File: src/rtl/alu_rs_scheduler.sv
// ALU reservation station with operand wakeup, single issue stage and a result register.
// Define ALU_SCHED_OLDEST_EN to issue the oldest ready entry instead of the lowest-index one.
module alu_rs_scheduler #(
  parameter int unsigned RS_SIZE = 8,
  parameter int unsigned DATA_W  = 32,
  parameter int unsigned ROB_W   = 4,
  parameter int unsigned OPT_W   = 6
) (
  input  logic              clk_in,
  input  logic              rst_in,
  input  logic              rdy_in,
  input  logic              flush_in,
  input  logic              disp_valid,
  input  logic [OPT_W-1:0]  disp_opt,
  input  logic [ROB_W-1:0]  disp_rob,
  input  logic              disp_qj_busy,
  input  logic [ROB_W-1:0]  disp_qj,
  input  logic [DATA_W-1:0] disp_vj,
  input  logic              disp_qk_busy,
  input  logic [ROB_W-1:0]  disp_qk,
  input  logic [DATA_W-1:0] disp_vk,
  input  logic [DATA_W-1:0] disp_imm,
  input  logic [DATA_W-1:0] disp_pc,
  output logic              full_out,
  input  logic              cdb_valid,
  input  logic [ROB_W-1:0]  cdb_rob,
  input  logic [DATA_W-1:0] cdb_value,
  output logic [OPT_W-1:0]  alu_opt,
  output logic [DATA_W-1:0] alu_rs1,
  output logic [DATA_W-1:0] alu_rs2,
  output logic [DATA_W-1:0] alu_imm,
  output logic [DATA_W-1:0] alu_pc,
  output logic [ROB_W-1:0]  alu_rob,
  input  logic [DATA_W-1:0] alu_res,
  input  logic [DATA_W-1:0] alu_pc_in,
  input  logic              alu_jump_in,
  input  logic [ROB_W-1:0]  alu_rob_in,
  output logic              out_valid,
  output logic [DATA_W-1:0] out_res,
  output logic [DATA_W-1:0] out_pc,
  output logic              out_jump,
  output logic [ROB_W-1:0]  out_rob,
  input  logic              out_ready
);

  localparam int unsigned IDX_W = (RS_SIZE > 1) ? $clog2(RS_SIZE) : 1;

  logic [RS_SIZE-1:0] busy_q, qj_busy_q, qk_busy_q;
  logic [OPT_W-1:0]   opt_q [RS_SIZE];
  logic [ROB_W-1:0]   rob_q [RS_SIZE];
  logic [ROB_W-1:0]   qj_q  [RS_SIZE];
  logic [ROB_W-1:0]   qk_q  [RS_SIZE];
  logic [DATA_W-1:0]  vj_q  [RS_SIZE];
  logic [DATA_W-1:0]  vk_q  [RS_SIZE];
  logic [DATA_W-1:0]  imm_q [RS_SIZE];
  logic [DATA_W-1:0]  pc_q  [RS_SIZE];

`ifdef ALU_SCHED_OLDEST_EN
  // older_q[i][j] set means entry i was dispatched before entry j.
  logic [RS_SIZE-1:0] older_q [RS_SIZE];
  logic               blocked;
`endif

  logic [OPT_W-1:0]  alu_opt_q;
  logic [DATA_W-1:0] alu_rs1_q, alu_rs2_q, alu_imm_q, alu_pc_q;
  logic [ROB_W-1:0]  alu_rob_q;
  logic              out_valid_q, out_jump_q;
  logic [DATA_W-1:0] out_res_q, out_pc_q;
  logic [ROB_W-1:0]  out_rob_q;

  logic [RS_SIZE-1:0] ready_vec;
  logic               free_found, sel_found;
  logic [IDX_W-1:0]   free_idx, sel_idx;
  logic               disp_fire, issue_fire, adv_out, adv_issue;
  logic               fwd_j, fwd_k;

  assign full_out  = &busy_q;
  assign ready_vec = busy_q & ~qj_busy_q & ~qk_busy_q;
  assign disp_fire = disp_valid & ~full_out;
  assign adv_out   = ~out_valid_q | out_ready;
  assign adv_issue = (alu_opt_q == '0) | adv_out;
  assign issue_fire = adv_issue & sel_found;
  assign fwd_j     = disp_qj_busy & cdb_valid & (cdb_rob == disp_qj);
  assign fwd_k     = disp_qk_busy & cdb_valid & (cdb_rob == disp_qk);

  always_comb begin
    free_found = 1'b0;
    free_idx   = '0;
    for (int i = 0; i < RS_SIZE; i++) begin
      if (!busy_q[i] && !free_found) begin
        free_found = 1'b1;
        free_idx   = IDX_W'(i);
      end
    end
  end

`ifdef ALU_SCHED_OLDEST_EN
  always_comb begin
    sel_found = 1'b0;
    sel_idx   = '0;
    blocked   = 1'b0;
    for (int i = 0; i < RS_SIZE; i++) begin
      blocked = 1'b0;
      for (int j = 0; j < RS_SIZE; j++) begin
        if (ready_vec[j] && older_q[j][i]) blocked = 1'b1;
      end
      if (ready_vec[i] && !blocked && !sel_found) begin
        sel_found = 1'b1;
        sel_idx   = IDX_W'(i);
      end
    end
  end
`else
  always_comb begin
    sel_found = 1'b0;
    sel_idx   = '0;
    for (int i = 0; i < RS_SIZE; i++) begin
      if (ready_vec[i] && !sel_found) begin
        sel_found = 1'b1;
        sel_idx   = IDX_W'(i);
      end
    end
  end
`endif

  always_ff @(posedge clk_in) begin
    if (!rst_in) begin
      busy_q      <= '0;
      qj_busy_q   <= '0;
      qk_busy_q   <= '0;
      alu_opt_q   <= '0;
      alu_rs1_q   <= '0;
      alu_rs2_q   <= '0;
      alu_imm_q   <= '0;
      alu_pc_q    <= '0;
      alu_rob_q   <= '0;
      out_valid_q <= 1'b0;
      out_res_q   <= '0;
      out_pc_q    <= '0;
      out_jump_q  <= 1'b0;
      out_rob_q   <= '0;
`ifdef ALU_SCHED_OLDEST_EN
      for (int i = 0; i < RS_SIZE; i++) older_q[i] <= '0;
`endif
    end else if (rdy_in) begin
      if (flush_in) begin
        busy_q      <= '0;
        alu_opt_q   <= '0;
        out_valid_q <= 1'b0;
      end else begin
        for (int i = 0; i < RS_SIZE; i++) begin
          if (busy_q[i] && cdb_valid) begin
            if (qj_busy_q[i] && qj_q[i] == cdb_rob) begin
              qj_busy_q[i] <= 1'b0;
              vj_q[i]      <= cdb_value;
            end
            if (qk_busy_q[i] && qk_q[i] == cdb_rob) begin
              qk_busy_q[i] <= 1'b0;
              vk_q[i]      <= cdb_value;
            end
          end
        end

        if (issue_fire) busy_q[sel_idx] <= 1'b0;

        // The dispatch slot comes from registered busy bits, so it never aliases the issued slot.
        if (disp_fire) begin
          busy_q[free_idx]    <= 1'b1;
          opt_q[free_idx]     <= disp_opt;
          rob_q[free_idx]     <= disp_rob;
          qj_busy_q[free_idx] <= disp_qj_busy & ~fwd_j;
          qj_q[free_idx]      <= disp_qj;
          vj_q[free_idx]      <= fwd_j ? cdb_value : disp_vj;
          qk_busy_q[free_idx] <= disp_qk_busy & ~fwd_k;
          qk_q[free_idx]      <= disp_qk;
          vk_q[free_idx]      <= fwd_k ? cdb_value : disp_vk;
          imm_q[free_idx]     <= disp_imm;
          pc_q[free_idx]      <= disp_pc;
`ifdef ALU_SCHED_OLDEST_EN
          for (int j = 0; j < RS_SIZE; j++) older_q[j][free_idx] <= 1'b1;
          older_q[free_idx] <= '0;
`endif
        end

        if (adv_issue) begin
          if (sel_found) begin
            alu_opt_q <= opt_q[sel_idx];
            alu_rs1_q <= vj_q[sel_idx];
            alu_rs2_q <= vk_q[sel_idx];
            alu_imm_q <= imm_q[sel_idx];
            alu_pc_q  <= pc_q[sel_idx];
            alu_rob_q <= rob_q[sel_idx];
          end else begin
            alu_opt_q <= '0;
          end
        end

        if (adv_out) begin
          out_valid_q <= (alu_opt_q != '0);
          if (alu_opt_q != '0) begin
            out_res_q  <= alu_res;
            out_pc_q   <= alu_pc_in;
            out_jump_q <= alu_jump_in;
            out_rob_q  <= alu_rob_in;
          end
        end
      end
    end
  end

  assign alu_opt   = alu_opt_q;
  assign alu_rs1   = alu_rs1_q;
  assign alu_rs2   = alu_rs2_q;
  assign alu_imm   = alu_imm_q;
  assign alu_pc    = alu_pc_q;
  assign alu_rob   = alu_rob_q;
  assign out_valid = out_valid_q;
  assign out_res   = out_res_q;
  assign out_pc    = out_pc_q;
  assign out_jump  = out_jump_q;
  assign out_rob   = out_rob_q;

endmodule

File: config.mk
export PLATFORM = sky130hd
export DESIGN_NAME = alu_rs_scheduler
export DESIGN_NICKNAME = d
export VERILOG_FILES = /design/src/rtl/alu_rs_scheduler.sv
export SDC_FILE = /design/constraint.sdc
export NUM_CORES = 2
export LEC_CHECK = 0
export CAP_MARGIN = 20
export CORE_ASPECT_RATIO = 0.9
export CORE_MARGIN = 8
export CORE_UTILIZATION = 53
export CTS_CLUSTER_DIAMETER = 60
export CTS_CLUSTER_SIZE = 40
export DETAILED_ROUTE_END_ITERATION = 8
export GPL_ROUTABILITY_DRIVEN = 1
export GPL_TIMING_DRIVEN = 0
export PLACE_DENSITY = 0.77
export SETUP_SLACK_MARGIN = 0.05
export SKIP_LAST_GASP = 1
export SYNTH_ARGS = -nofsm -noshare
export SYNTH_HDL_FRONTEND = slang
export SYNTH_SLANG_ARGS = --single-unit
File: constraint.sdc
create_clock -name clk_in -period 13.35 [get_ports clk_in]
set_clock_uncertainty 0.05 [all_clocks]
set_input_delay 4.005 -clock clk_in [delete_from_list [all_inputs] [get_ports clk_in]]
set_output_delay 4.005 -clock clk_in [all_outputs]
set_load 0.05 [all_outputs]
# --- Word-level counts from Yosys, hierarchy flattened ---
# Memories as Yosys holds them, arrays and structs flattened. A register that Yosys moved wholly into a read port is not among the register bits.
# Index checks and enable logic that the tools add are counted.
totals:
  regBits: 100
  mem_bits_rw: 1168
  in_bits: 260
  output_inout_bits: 209
  wordCells: 367
  mem_count: 8
op_classes:
  n_lt_le_gt_ge: 4
  eq_ne: 18
  muxes: 231
  bitwise: 22
  n_reduce_logical: 75
mem_list:
  columns: ["memory", "depth", "word_bits", "rd", "rd_clocked_by_memory_dff", "wr", "line_no", "rtl"]
  rows:
  - ["imm_q", 8, 32, 1, 1, 1, "55", "logic [DATA_W-1:0] imm_q [RS_SIZE];"]
  - ["pc_q", 8, 32, 1, 1, 1, "56", "logic [DATA_W-1:0] pc_q [RS_SIZE];"]
  - ["vj_q", 8, 32, 1, 1, 9, "53", "logic [DATA_W-1:0] vj_q [RS_SIZE];"]
  - ["vk_q", 8, 32, 1, 1, 9, "54", "logic [DATA_W-1:0] vk_q [RS_SIZE];"]
  - ["opt_q", 8, 6, 1, 0, 1, "49", "logic [OPT_W-1:0] opt_q [RS_SIZE];"]
  - ["qj_q", 8, 4, 8, 0, 1, "51", "logic [ROB_W-1:0] qj_q [RS_SIZE];"]
  - ["2 more memories", null, null, null, null, null, null, null]
op_table:
  columns: ["op", "count"]
  rows:
  - ["1-bit two-way mux", 202]
  - ["4-bit == test", 18]
  - ["32-bit two-way mux", 2]
  - ["8-bit two-way mux", 8]
  - ["1-bit logical AND", 40]
  - ["3-bit two-way mux", 12]
  - ["1-bit zero test", 25]
  - ["8-bit AND", 3]
  - ["8-bit inverter", 3]
  - ["6-bit two-way mux", 3]
  - ["8-bit bitwise mux", 2]
  - ["1-bit AND", 8]
  - ["3-bit by 4-bit less-than comparator with 1-bit output (second input constant)", 2]
  - ["8-bit OR", 1]
  - ["4-bit AND reduction", 2]
  - ["8-bit AND reduction", 1]
  - ["1-bit demux with 3-bit select", 2]
  - ["3-bit by 1-bit greater-or-equal comparator with 1-bit output (second input constant)", 2]
  - ["6-bit zero test", 1]
  - ["2-bit AND reduction", 3]
  - ["6-bit nonzero test", 1]
  - ["1-bit inverter", 5]
  - ["2-bit nonzero test", 2]
  - ["1-bit OR", 2]

# --- Depth between registers and ports, before layout ---
logic_depth:
  ltp_word: 38
  depth_mapped: 11
  ltp_nobuf: 6

# --- Worst setup path after synthesis ---
# No wires, ideal clock.
synth_timing:
  kind: "input port to flip-flop"
  startpoint: "input flush_in"
  endpoint: "memory vj_q[5][10], data pin"
  setup_ns: 0.260
  arrival_time_ns: 13.651
  required_time_ns: 13.040
  path_slack_ns: -0.611
  cell_stages: 7
  n_path_buf: 2
  cell_sequence: "and2b_1 -> nand2_1 -> nor4_1 -> and2_0 -> clkbuf_1 -> buf_2 -> mux2_2"
synth_lines:
  columns: ["item", "line_no", "rtl"]
  rows:
  - ["start: declaration", "12", "input logic flush_in,"]
  - ["end: declaration", "53", null]

==> summary.txt <==
Floorplan
  – Total number of placement rows: ~120
  – Height of the die: approximately 340 um
  – I/O pin count: roughly 470
  – Core footprint: 113,000 um2
  – Effective utilization at floorplan: 53.3%
  – Area of the die: 124,000 um2
  – Overall die width: 371 um

Run status
  – Status: complete, no violations

STA
  – Setup repair after global routing missed its margin: false
  – Worst rel slew slack: about a quarter
  – Post-layout minimum cycle time: 7480 ps
  – Final Cycle Share: a little under three fifths
  – Final hold violations: 0
  – Slew at the pin closest to its max-slew limit: ~1100 ps
  – Number of pins exceeding their max-slew limit in the final report: 0
  – Max frequency: between 0.1 and 0.15 GHz
  – Final setup violating endpoints: 0

Final layout
  – Total Nets Final: about 5,000
  – Fill cell count: 8,222
  – Number of standard cells in the layout, taps in and fillers out: between 6,000 and 7,000
  – Utilization of the core after routing: around 63%
  – Area growth from synthesis to layout: 18.3%
  – Share of layout cells above drive strength 1: between 20% and 30%

Logic synthesis
  – Seq/Total Area, Yosys: about 66%
  – Flop and latch count out of synthesis: about 1,400
  – Mapped Nets: roughly 4,300
  – Post-synthesis async set-or-reset flop share: 0%
  – Post-Synthesis Cells: between 4,000 and 5,000
  – Synth unique cells: 70
  – Count of flip-flops with a built-in enable after synthesis: about 1,200
  – Leading post-synthesis cells by instance count: sky130_fd_sc_hd__edfxtp_1 (1,168), sky130_fd_sc_hd__mux2_2 (665), sky130_fd_sc_hd__a22oi_1 (280)
  – Post-synthesis cell type with the largest combined area: sky130_fd_sc_hd__edfxtp_1
  – Ys Warns: 0
  – Most instantiated flip-flop cell in the synthesis netlist: sky130_fd_sc_hd__edfxtp_1
  – Top cell type's share of synthesized area: 58.4%
  – Synth top area cells: sky130_fd_sc_hd__edfxtp_1 (58%), sky130_fd_sc_hd__mux2_2 (12%), sky130_fd_sc_hd__dfxtp_1 (7.7%)
  – Cell area after synthesis: 60,000 um2
  – Synth Area per Inst: roughly 15 um2
  – Cell with the most instances after synthesis: sky130_fd_sc_hd__edfxtp_1

Global route
  – Pin count of the biggest net entering global routing: between 60 and 70
  – Overall global routing resource usage: approximately 31%
  – GRT Residual Overflow: 0
  – Initial antenna violation count: 52
  – Number of global-route vias before repair: ~41,000
  – Global-route wire length before repair: ~280,000 um

Clock network
  – TritonCTS clock tree: done
  – Number of buffers inserted by hold repair at cts: 0
  – Number of clock sinks: 1,400
  – H-tree levels: 3
  – Reg clk slew, reported paths: around 90 ps
  – Source-to-sink clock delay at the later pin of the worst-skew pair: 730 ps
  – Clock buffer count from CTS: 96
  – Master cell of the clock root buffer: sky130_fd_sc_hd__clkbuf_16
  – Clock buffer depth: 3
  – Post-CTS resize count: 0
  – Count of buffers added by post-CTS timing repair for setup: 0

Min path
  – Min-delay src: out_res[26]
  – Hold crit path type: register to register

Routing
  – Number of remaining DRC errors: 0
  – Number of iterations in the first detailed-routing pass: 7
  – DR iter-0 viols: just under 6,000
  – Total detailed-routing wirelength: 198,000 um
  – Detail-routed net length per standard cell: around 32 um
  – Antenna-violating nets left: 0
  – Routed via count: 41,387
  – Via density: 6.58

Worst setup path
  – Launching instance or port of the critical path: disp_valid
  – Startpoint of the lowest-slack register-to-register path: busy_q[2]
  – Element type at the critical path end: register
  – Arr. time, crit path: 7900 ps
  – FF-to-FF setup slack: slightly above 9000 ps
  – Worst setup path class: input port to register
  – Startpoint type of the worst setup path: input port
  – Critical path data required time: about 14,000 ps
  – Critical path peak fanout: 10

Power
  – Largest vdd supply drop: approximately 0.000093 V
  – Power density cells: between 100 and 150 nW/um2
  – P_leak: ~23 nW

Placement
  – Instance count after placement with tap cells included: just over 6,000
  – PortBufs: around 460
  – Placer congestion estimate: around 0.92
  – Detail Placement HPWL: around 130,000 um

Job
  – Total of max-cap violations: 0
-- cell type report --
class,instances,area [um2],area share [%]
inverter,13,76.3,0.107
sequential,1400,39700,55.9
buffer,361,1790,2.52
clock buffer,104,2500,3.51
antenna,37,92.6,0.130
tap,1487,1860,2.62
clock inverter,78,1090,1.54
timing repair buffer,498,5310,7.48
multi-input combinational,2310,18600,26.2
-- critical path, cell delays in order --
cell,delay (ps)
sky130_fd_sc_hd__clkdlybuf4s50_1,530
sky130_fd_sc_hd__nand3_1,360
sky130_fd_sc_hd__nor3b_1,820
sky130_fd_sc_hd__nand2_1,360
sky130_fd_sc_hd__nor2_1,920
sky130_fd_sc_hd__buf_2,500
sky130_fd_sc_hd__mux2_2,390
-- worst paths after layout --
| path | cells past startpoint | endpoint |
|---|---|---|
| max | 7 | vk_q[3][22] |
| min | 2 | out_res[26] |
| max reg2reg | 9 | alu_pc[3] |
| min reg2reg | 2 | out_res[26] |
-- routing by layer --
metal  part of all wire (%)  wire, um  GRT usage, %  up-vias
met5                   0.12       235             0        -
met4                    5.3     10400          14.7       36
met3                     14     26900          10.8      567
met2                     45     89900          47.4     2929
met1                     36     71000          38.5    20523
li1                       -         -             -    17332
-- stage by stage --
stage          TNS (ps)  instance area, um2  hold slack, ps  total power [mW]  setup slack [ps]
2_1_floorplan         0               60000             433              5.06              2920
3_3_place_gp    -635260               66500             400              5.27             -3600
3_5_place_dp          0               67300             405              5.29              5390
4_1_cts               0               70900             416              8.53              6140
5_1_grt               0               71000             438              8.70              5800
6_report              0               71000             416              8.54              5870
-- state kept, by name (all words and copies together) (netlist names), 4 cells and up --
register and flops:
qk_q 32, alu_rs1 32, out_pc 32, alu_rs2 32, imm_q 256, pc_q 256
qk_busy_q 8, opt_q 48, qj_busy_q 8, vj_q 256, qj_q 32, out_rob 4
alu_rob 4, rob_q 32, alu_opt 6, alu_pc 32, alu_imm 32, busy_q 8
out_res 32, vk_q 256
-- layout by cell type (no fill, tap or decap), drive strengths merged, types with 70 or more instances in the layout --
| cell | n |
|---|---|
| o21ai | 190 |
| a31oi | 237 |
| mux2 | 744 |
| clkbuf | 291 |
| buf | 209 |
| a22oi | 280 |
| a21boi | 70 |
| dfxtp | 232 |
| clkdlybuf4s50 | 463 |
| nand2 | 175 |
| and4 | 100 |
| a21oi | 119 |
| edfxtp | 1168 |
-- kinds of logic (layout without fill, tap and decap cells) --
logic type / count (synthesis) / in the layout / synth area share [%]
other: 0 / 37 / 0
buffers and inverters: 374 / 1054 / 3.06
XOR/XNOR: 69 / 69 / 1.01
flip-flops: 1400 / 1400 / 66.2
AND/OR/NAND/NOR: 458 / 458 / 4.32
multiplexers: 750 / 750 / 14.1
AO/OA/AOI/OAI: 1033 / 1033 / 11.4
-- where the power goes --
| group | total [mW] | internal (mW) | switching (mW) |
|---|---|---|---|
| combinational | 0.433 | 0.189 | 0.245 |
| sequential | 4.76 | 4.75 | 0.0162 |
| clock | 3.34 | 1.56 | 1.78 |
| total | 8.54 | 6.50 | 2.04 |
No activity file was read; power rests on OpenSTA's default activity.
